--- config.mk ---
export PLATFORM = sky130hd
export DESIGN_NAME = if_fetch_stage
export DESIGN_NICKNAME = d
export VERILOG_FILES = /design/src/rtl/if_fetch_stage.sv
export SDC_FILE = /design/constraint.sdc
export NUM_CORES = 1
export LEC_CHECK = 0
export BUFFER_PORTS_ARGS = -buffer_cell sky130_fd_sc_hd__buf_2
export CAP_MARGIN = 20
export CORE_MARGIN = 2
export CORE_UTILIZATION = 50
export DETAILED_ROUTE_END_ITERATION = 7
export PLACE_DENSITY = 0.84
export SYNTH_ARGS = -nofsm -noshare
export SYNTH_HDL_FRONTEND = slang
export SYNTH_SLANG_ARGS = --single-unit
--- constraint.sdc ---
create_clock -name clk -period 4.6 [get_ports clk]
set_clock_uncertainty 0.1 [all_clocks]
set_input_delay 0.23 -clock clk [delete_from_list [all_inputs] [get_ports clk]]
set_output_delay 0.23 -clock clk [all_outputs]
set_load 0.005 [all_outputs]
--- src/rtl/if_fetch_stage.sv ---
// Instruction-fetch stage: owns the PC, issues in-order requests to a
// variable-latency instruction memory, tags each request with {pc, epoch,
// stale}, buffers good responses in a small FIFO and feeds the IF/ID register.
// Optional performance counters are built when IF_FETCH_PERF_EN is defined.
module if_fetch_stage #(
    parameter int PC_W       = 9,
    parameter int INSTR_W    = 32,
    parameter int FIFO_DEPTH = 2,
    parameter int RESET_PC   = 0
) (
    input  logic               clk,
    input  logic               reset,
    input  logic               stall_i,
    input  logic               redirect_i,
    input  logic [PC_W-1:0]    redirect_pc_i,
    input  logic               halt_i,
    output logic               imem_req_o,
    output logic [PC_W-1:0]    imem_addr_o,
    input  logic               imem_rvalid_i,
    input  logic [INSTR_W-1:0] imem_rdata_i,
    output logic               ifid_valid_o,
    output logic [PC_W-1:0]    ifid_pc_o,
    output logic [INSTR_W-1:0] ifid_instr_o
`ifdef IF_FETCH_PERF_EN
    ,
    output logic [31:0]        perf_fetch_cnt_o,
    output logic [31:0]        perf_discard_cnt_o
`endif
);

    localparam int PTR_W = $clog2(FIFO_DEPTH);
    localparam int CNT_W = PTR_W + 1;

    logic [PC_W-1:0]    pc;
    logic               epoch;

    // In-flight tag queue; one entry per outstanding memory request.
    logic [PC_W-1:0]    tq_pc    [FIFO_DEPTH];
    logic               tq_epoch [FIFO_DEPTH];
    logic               tq_stale [FIFO_DEPTH];
    logic [PTR_W-1:0]   tq_wr;
    logic [PTR_W-1:0]   tq_rd;
    logic [CNT_W-1:0]   tq_count;

    // Instruction FIFO between memory responses and IF/ID.
    logic [PC_W-1:0]    fq_pc    [FIFO_DEPTH];
    logic [INSTR_W-1:0] fq_instr [FIFO_DEPTH];
    logic [PTR_W-1:0]   fq_wr;
    logic [PTR_W-1:0]   fq_rd;
    logic [CNT_W-1:0]   fq_count;

    logic               pop;
    logic               issue;
    logic               tq_pop;
    logic               resp_keep;
    logic               resp_drop;
    logic [CNT_W:0]     credit_used;
    logic               unused_ok;

    // Credit, issue and response classification; the credit counts a same-cycle pop
    // so a latency-1 memory sustains one instruction per cycle.
    always_comb begin
        pop         = !redirect_i && !stall_i && (fq_count != '0);
        credit_used = {1'b0, tq_count} + {1'b0, fq_count} - {{CNT_W{1'b0}}, pop};
        issue       = !reset && !halt_i && !redirect_i
                      && (credit_used < (CNT_W+1)'(FIFO_DEPTH));
        tq_pop      = imem_rvalid_i && (tq_count != '0);
        resp_keep   = tq_pop && !redirect_i && (tq_epoch[tq_rd] == epoch) && !tq_stale[tq_rd];
        resp_drop   = tq_pop && !resp_keep;
    end

    assign imem_req_o  = issue;
    assign imem_addr_o = pc;
    assign unused_ok   = ^{redirect_pc_i[1:0], resp_drop};

    // PC and epoch: redirect restarts on a word-aligned target, issue advances by 4 with wrap.
    always_ff @(posedge clk) begin
        if (reset) begin
            pc    <= PC_W'(RESET_PC);
            epoch <= 1'b0;
        end else if (redirect_i) begin
            pc    <= {redirect_pc_i[PC_W-1:2], 2'b00};
            epoch <= ~epoch;
        end else if (issue) begin
            pc    <= pc + PC_W'(4);
        end
    end

    // Tag queue: a redirect marks every outstanding entry stale so back-to-back
    // redirects cannot alias through the single-bit epoch.
    always_ff @(posedge clk) begin
        if (reset) begin
            tq_wr    <= '0;
            tq_rd    <= '0;
            tq_count <= '0;
            for (int i = 0; i < FIFO_DEPTH; i++) tq_stale[i] <= 1'b0;
        end else begin
            if (redirect_i) begin
                for (int i = 0; i < FIFO_DEPTH; i++) tq_stale[i] <= 1'b1;
            end
            if (issue) begin
                tq_pc[tq_wr]    <= pc;
                tq_epoch[tq_wr] <= epoch;
                tq_stale[tq_wr] <= 1'b0;
                tq_wr           <= tq_wr + PTR_W'(1);
            end
            if (tq_pop) tq_rd <= tq_rd + PTR_W'(1);
            tq_count <= tq_count + CNT_W'(issue) - CNT_W'(tq_pop);
        end
    end

    // Instruction FIFO: cleared on redirect; push and pop may coincide, no bypass.
    always_ff @(posedge clk) begin
        if (reset || redirect_i) begin
            fq_wr    <= '0;
            fq_rd    <= '0;
            fq_count <= '0;
        end else begin
            if (resp_keep) begin
                fq_pc[fq_wr]    <= tq_pc[tq_rd];
                fq_instr[fq_wr] <= imem_rdata_i;
                fq_wr           <= fq_wr + PTR_W'(1);
            end
            if (pop) fq_rd <= fq_rd + PTR_W'(1);
            fq_count <= fq_count + CNT_W'(resp_keep) - CNT_W'(pop);
        end
    end

    // IF/ID register: redirect bubbles, stall holds, otherwise load head or a bubble.
    always_ff @(posedge clk) begin
        if (reset) begin
            ifid_valid_o <= 1'b0;
            ifid_pc_o    <= '0;
            ifid_instr_o <= '0;
        end else if (redirect_i) begin
            ifid_valid_o <= 1'b0;
        end else if (!stall_i) begin
            if (fq_count != '0) begin
                ifid_valid_o <= 1'b1;
                ifid_pc_o    <= fq_pc[fq_rd];
                ifid_instr_o <= fq_instr[fq_rd];
            end else begin
                ifid_valid_o <= 1'b0;
            end
        end
    end

`ifdef IF_FETCH_PERF_EN
    // Issued-request and stale-discard counters, free-running with wrap.
    always_ff @(posedge clk) begin
        if (reset) begin
            perf_fetch_cnt_o   <= '0;
            perf_discard_cnt_o <= '0;
        end else begin
            if (issue)     perf_fetch_cnt_o   <= perf_fetch_cnt_o + 32'd1;
            if (resp_drop) perf_discard_cnt_o <= perf_discard_cnt_o + 32'd1;
        end
    end
`else
    // Counters absent; fetch behaviour is unchanged.
`endif

    // Memory never answers without an outstanding request.
    a_resp_has_tag: assert property (@(posedge clk) disable iff (reset)
        imem_rvalid_i |-> (tq_count != '0));

endmodule

==> results of run 1 <==
-- area by class of cell --
class | count | area, µm²
Clock inverter | 13 | 138
Fill cell | 834 | 4060
Multi-Input combinational cell | 214 | 1570
Sequential cell | 153 | 4010
Timing Repair Buffer | 135 | 886
Clock buffer | 19 | 443
Inverter | 10 | 37.5
Tap cell | 143 | 179
-- registers in the layout (all words and copies together), names as in the netlist, named ones only --
signal	count
fq_count	2
ifid_instr_o	32
fq_pc	14
epoch	1
tq_pc	14
tq_count	2
fq_wr	1
fq_rd	1
tq_epoch	2
tq_stale	2
tq_rd	1
tq_wr	1
ifid_valid_o	1
ifid_pc_o	7
imem_addr_o	7
fq_instr	64
-- per-stage QoR --
step | hold WS, ns | setup slack (ns) | util (%) | cells
after floorplan | 0.229 | 0.267 | - | 405
after global placement | 0.317 | 1.60 | 55.6 | 618
after detailed placement | 0.321 | 1.46 | 55.8 | 619
after CTS | 0.00793 | 1.41 | 64.1 | 687
after global routing | 0.0219 | 1.23 | 64.1 | 687
final | 0.0230 | 1.40 | 64.1 | 687
-- final timing paths --
check                       startpoint                     endpoint  slack, ns  depth (start not counted)
max                            stall_i                   imem_req_o       1.40                         10
min                   redirect_pc_i[6]  imem_addr_o[6]$_SDFFE_PP0P_       0.02                          3
max reg2reg     fq_count[0]$_SDFF_PP0_        tq_pc[1][4]$_DFFE_PP_       1.45                          8
min reg2reg  ifid_valid_o$_SDFFE_PP0N_    ifid_valid_o$_SDFFE_PP0N_       0.37                          2
-- power by group through the flow --
stage | Combinational (W) | Clock [W] | Sequential (W)
global route | 0.000251 | 0.00142 | 0.00156
finish | 0.000228 | 0.00133 | 0.00155
CTS | 0.000228 | 0.00136 | 0.00155
floorplan | 0.000156 | 0 | 0.00156
global placement | 0.000192 | 0 | 0.00158
detailed placement | 0.000202 | 0 | 0.00158
-- metal layers --
layer,vias up,global-route usage [%]
met3,19,5.30
met1,1715,20.9
met2,96,32.8
li1,1736,-
met4,0,7.57
met5,-,0
-- worst min-delay path: stages --
cell      delay [ns]
buf_2           0.11
nor2_1          0.09
a211oi_1        0.05
-- cell usage in the layout (no fill, tap or decap), drive strengths merged, types with 11 or more instances in the layout --
cell and count:
edfxtp 94, nor2 56, buf 99, a211oi 42
clkbuf 19, mux2i 42, dfxtp 59, dlygate4sd3 36
xnor2 11, inv 15
-- kinds of logic (layout without fill, tap and decap cells) --
| group | Yosys count | in the layout | share of synthesized area, % |
|---|---|---|---|
| other cells | 1 | 4 | 0.0654 |
| fa+ha+maj | 8 | 8 | 1.88 |
| xor+xnor | 14 | 14 | 2.27 |
| mux | 50 | 50 | 8.91 |
| simple gates | 80 | 80 | 6.33 |
| compound gates | 58 | 58 | 7.45 |
| buf+inv | 38 | 177 | 3.23 |
| flops | 153 | 153 | 69.9 |
==> impl_metrics.ini, run 1 <==
[outcome]
outcome = complete, no violations

[power_and_ir_drop]
internal_power_w = 0.00240
p_sw_w = 0.000712
total_power_w = 0.00312
pwr-share-comb_pct = 7.3
p_leak_nw = 2.63
ir_drop_mv = 0.269
swShare_pct = 22.9
p_seq_share_pct = 49.8
pwr_density_cell_nw_per_um2 = 429
clockPowerShare_pct = 42.8

[global_routing]
first_global_vias = 3714
antenna_found_initial = 0
grt_pass1_wl_um = 17700
grt_util_all_layers_pct = 18.4
grt_start_max_net_pins = 80
grt_overflow = 0

[cts]
hold_buffers = 36
cts_setup_buffers = 0
ctsLongestPathBuffers = 2
worstSkewPairLatency_ns = 0.41
h-tree-depth = 4
cts-buffers-inserted = 17
clkSinkCount = 153
cts_tree = done
cts-resized-gates = 0
clk_pin_slew_ns = 0.06
cts_root_buffer = clkbuf_16

[synth]
synthCells = 402
synth_ff_type = edfxtp_1
synth_edf_count = 94
synth.top_cell.area_share_pct = 49.3
yosysWarnings = 0
yosys_register_bits = 153
synth-async-reset-ratio_pct = 0
yosys-top-cells-area = edfxtp_1 (49%), dfxtp_1 (21%), mux2i_1 (7.3%)
synth_top_cells_by_count = edfxtp_1 (94), dfxtp_1 (59), nor2_1 (56)
ys_types = 41
synth_most_common_cell = edfxtp_1
netlist_area_um2 = 5730
post_synth.cell_area_avg_um2 = 14.3
synth_top_cell_by_area = edfxtp_1
seq_area_frac_synth_pct = 69.9

[route]
m1WireLength_um = 4400
drtIter0Drc = 228
routed.top_layer = met4
wl_per_cell_um = 15.9
vias = 3566
wl_met3_um = 493
postRouteAntennaNets = 0
drc = 0
wl_met2_um = 5800
wl_um = 10900
viasPerCell = 5.19
first_pass_iters = 4

[sta]
relSlewSlack_pct = 48.1
hold_violations = 0
rsz0062_at_grt = no
period_needed_ns = 3.20
drv_slew = 0
fmax_mhz = 312
worst_slew_pin_slew_ns = 0.779
finalSetupTns_ns = 0
final-setup-viol-count = 0
final.period_utilization_pct = 69.6

[setup_path]
path_class = input pin to output pin
path_cells = dlygate4sd3_1, buf_2, o21bai_1, nor2_4, ha_1, nand2b_1, fa_1, nand2b_1, nor3_4, buf_2
worstPathRequired_ns = 4.27
end_kind = output pin
critical_path.max_fanout = 8
crit_slowest_cell = dlygate4sd3_1
path_buf_inv = 3
cp_top_family = simple AND/OR/NAND/NOR gates
cp-start-kind = input pin
arrival_ns = 2.87
cpPeakStageDelay_ns = 0.53

[final_layout]
area_delta_synth_final_pct = 26.7
antenna_cells = 0
drive_gt1_share_pct = 27.0
final_area_um2 = 7260
nets = 586

[placement]
dpl_cell_area_um2 = 6320
port-buffer-count = 92
place_hpwl_um = 6800
gp_congestion = 0.834

[die]
num_io_pins = 99
die_h_um = 111
die_w_um = 111
fp.coreArea_um2 = 11300
dieArea_um2 = 12300
placementRows = 39
initial_core_util_pct = 50.6

[job]
max-cap-violations = 0

[min_path]
min_path_type = input pin to flop
No activity file was read; power rests on OpenSTA's default activity.
==> run 2: changes to the inputs <==
--- a/config.mk
+++ b/config.mk
@@ -5,6 +5,7 @@
 export SDC_FILE = /design/constraint.sdc
 export NUM_CORES = 1
 export LEC_CHECK = 0
+export ABC_AREA = 1
 export BUFFER_PORTS_ARGS = -buffer_cell sky130_fd_sc_hd__buf_2
 export CAP_MARGIN = 20
 export CORE_MARGIN = 2
==> constraint.sdc (replaced) <==
create_clock -name clk -period 2.9 [get_ports clk]
set_clock_uncertainty 0.1 [all_clocks]
set_input_delay 0.145 -clock clk [delete_from_list [all_inputs] [get_ports clk]]
set_output_delay 0.145 -clock clk [all_outputs]
set_load 0.005 [all_outputs]
==> run 2 against run 1 <==
Effect of this change: sequential power up 59%; combinational power increased by 100%; non-clock buffer count grew 9; critical path type is now flop to output pin; largest cell class unchanged.
==> impl_metrics.ini, run 2 <==
[die]
dieArea_um2 = 12700
die_h_um = 113
initial_core_util_pct = 51.5
fp.coreArea_um2 = 11500
placementRows = 39
num_io_pins = 99
die_w_um = 113

[synth]
synth_mux_area_share_pct = 1.34
netlist_area_um2 = 5900
synth_most_common_cell = nand2_1
yosys-top-cells-area = edfxtp_1 (48%), dfxtp_1 (20%), nand2_1 (7.7%)
synth_top_cell_by_area = edfxtp_1
synth_xor_area_share_pct = 0.445
yosysWarnings = 0
synthAdderAreaFrac_pct = 1.82
yosys_register_bits = 153
synth_compound_area_share_pct = 9.14
synthSimpleGateAreaFrac_pct = 14.3
post_synth.cell_area_avg_um2 = 11.8
synth_ff_type = edfxtp_1
seq_area_frac_synth_pct = 67.8
ys_types = 27
synth.top_cell.area_share_pct = 47.8
synthCells = 499
synth_top_family_by_area = simple AND/OR/NAND/NOR gates
synth_top_cells_by_count = nand2_1 (121), edfxtp_1 (94), dfxtp_1 (59)
synth-async-reset-ratio_pct = 0
synth_edf_count = 94

[sta]
fmax_mhz = 361
final.period_utilization_pct = 95.6
fin_ws_ns = 0.128
relSlewSlack_pct = 47.3
final-setup-viol-count = 0
rsz0062_at_grt = no
worst_slew_pin_slew_ns = 0.791
period_needed_ns = 2.77
finalSetupTns_ns = 0
hold_violations = 0
drv_slew = 0

[final_layout]
nets = 692
regMostFlops = fq_instr
reg_top3 = fq_instr: 64 flops, ifid_instr_o: 32 flops
layout_commonest_cell = nand2_1
drive_gt1_share_pct = 24.6
largest_reg_flops = 64
final_area_um2 = 7520
antenna_cells = 0
area_delta_synth_final_pct = 27.3
layout_common_cells = nand2_1 (121), edfxtp_1 (94), buf_2 (92)

[cts]
clk_pin_slew_ns = 0.07
ctsLongestPathBuffers = 2
worstSkewPairLatency_ns = 0.42
h-tree-depth = 4
cts_root_buffer = clkbuf_16
cts_tree = done
clkSinkCount = 153
cts-buffers-inserted = 17

[setup_path]
end_kind = output pin
arrival_ns = 2.53
cpMostUsedCell = nor2_4
cpPeakStageDelay_ns = 0.54
crit_slowest_cell = fa_1
path_class = flop to output pin
critical_path.max_fanout = 3
cp-start-kind = flop
path_buf_inv = 3
cp_top_family = adder cells
path_cells = o21bai_4, nor2_4, ha_4, or2_4, fa_1, inv_1, nor2_1, nand2_1, nor2_4, buf_6, buf_2
worstPathRequired_ns = 2.65

[global_routing]
grt_util_all_layers_pct = 20.0
grt_overflow = 0
first_global_vias = 4211
grt_start_max_net_pins = 80
grt_pass1_wl_um = 19900
antenna_found_initial = 0

[min_path]
min_path_type = input pin to flop

[placement]
place_hpwl_um = 7210
preCtsSetupSlack_ns = 0.0869
dpl_cell_area_um2 = 6460
port-buffer-count = 92
gp_congestion = 0.816

[route]
postRouteAntennaNets = 0
vias = 4171
viasPerCell = 5.26
drc = 0
wl_um = 12400
wl_per_cell_um = 15.6
first_pass_iters = 5
drtIter0Drc = 305

[power_and_ir_drop]
ir_drop_mv = 0.480
pwr_density_cell_nw_per_um2 = 673
p_leak_nw = 3.36

[outcome]
outcome = complete, no violations

[job]
max-cap-violations = 0
[run 2: logic make-up after synthesis]
group	count (synthesis)
and+or+nand+nor	199
DFF	153
AOI/OAI and AO/OA	64
buffers and inverters	64
adders and majority gates	8
muxes	7
xor gates and xnor gates	3
other	1
[run 2: area by class of cell]
class,instances,area (µm²)
clock buffers,19,464
flip-flops and latches,153,4010
fillers,819,3950
well taps,143,179
clock inverters,13,121
inverters,36,135
repair buffers,144,955
multi-input cells,285,1650
[run 2: worst min-delay path: cells and delay by family]
kind,cells,cell delay [ns]
AO/OA/AOI/OAI,2,0.14
AND/OR/NAND/NOR,2,0.13
buffers and inverters,1,0.10
[run 2: worst paths after layout]
check | slack (ns) | cells past startpoint | start | end
setup reg to reg | 0.19 | 12 | fq_count[0]$_SDFF_PP0_ | tq_pc[0][4]$_DFFE_PP_
hold reg to reg | 0.36 | 1 | tq_rd$_SDFFE_PP0N_ | tq_rd$_SDFFE_PP0N_
hold / removal | 0.05 | 5 | redirect_pc_i[2] | imem_addr_o[2]$_SDFFE_PP0P_
setup / recovery | 0.13 | 11 | fq_count[0]$_SDFF_PP0_ | imem_req_o
[run 2: routing by layer]
metal | global-route usage, % | routed length (µm)
met1 | 24.2 | 5190
met2 | 34.0 | 6470
met3 | 5.45 | 591
met4 | 8.05 | 145
met5 | 0 | 0
[run 2: repair_timing]
item                                    CTS  global route
endpoints found under the hold margin    74             0
pin swaps                                 2             6
endpoints found under the setup margin    1            18
gates resized for setup                   3             9
hold buffers                             40             0
buffers inserted                          2             2
[run 2: power by group]
group | leakage [nW] | switching (W) | internal [W] | total [W]
clock network | 0.291 | 0.000924 | 0.00121 | 0.00213
registers | 1.33 | 0.0000635 | 0.00240 | 0.00246
logic | 1.74 | 0.000240 | 0.000218 | 0.000458
total | 3.36 | 0.00123 | 0.00383 | 0.00506
[run 2: per-stage QoR]
step	power [W]	hold WS, ns	utilization, %	instances
global route	0.00524	0.0576	65.5	793
finish	0.00506	0.0479	65.5	793
global placement	0.00285	0.234	56.3	717
floorplan	0.00276	0.144	-	502
detailed placement	0.00288	0.238	56.3	717
CTS	0.00506	0.00741	65.1	791
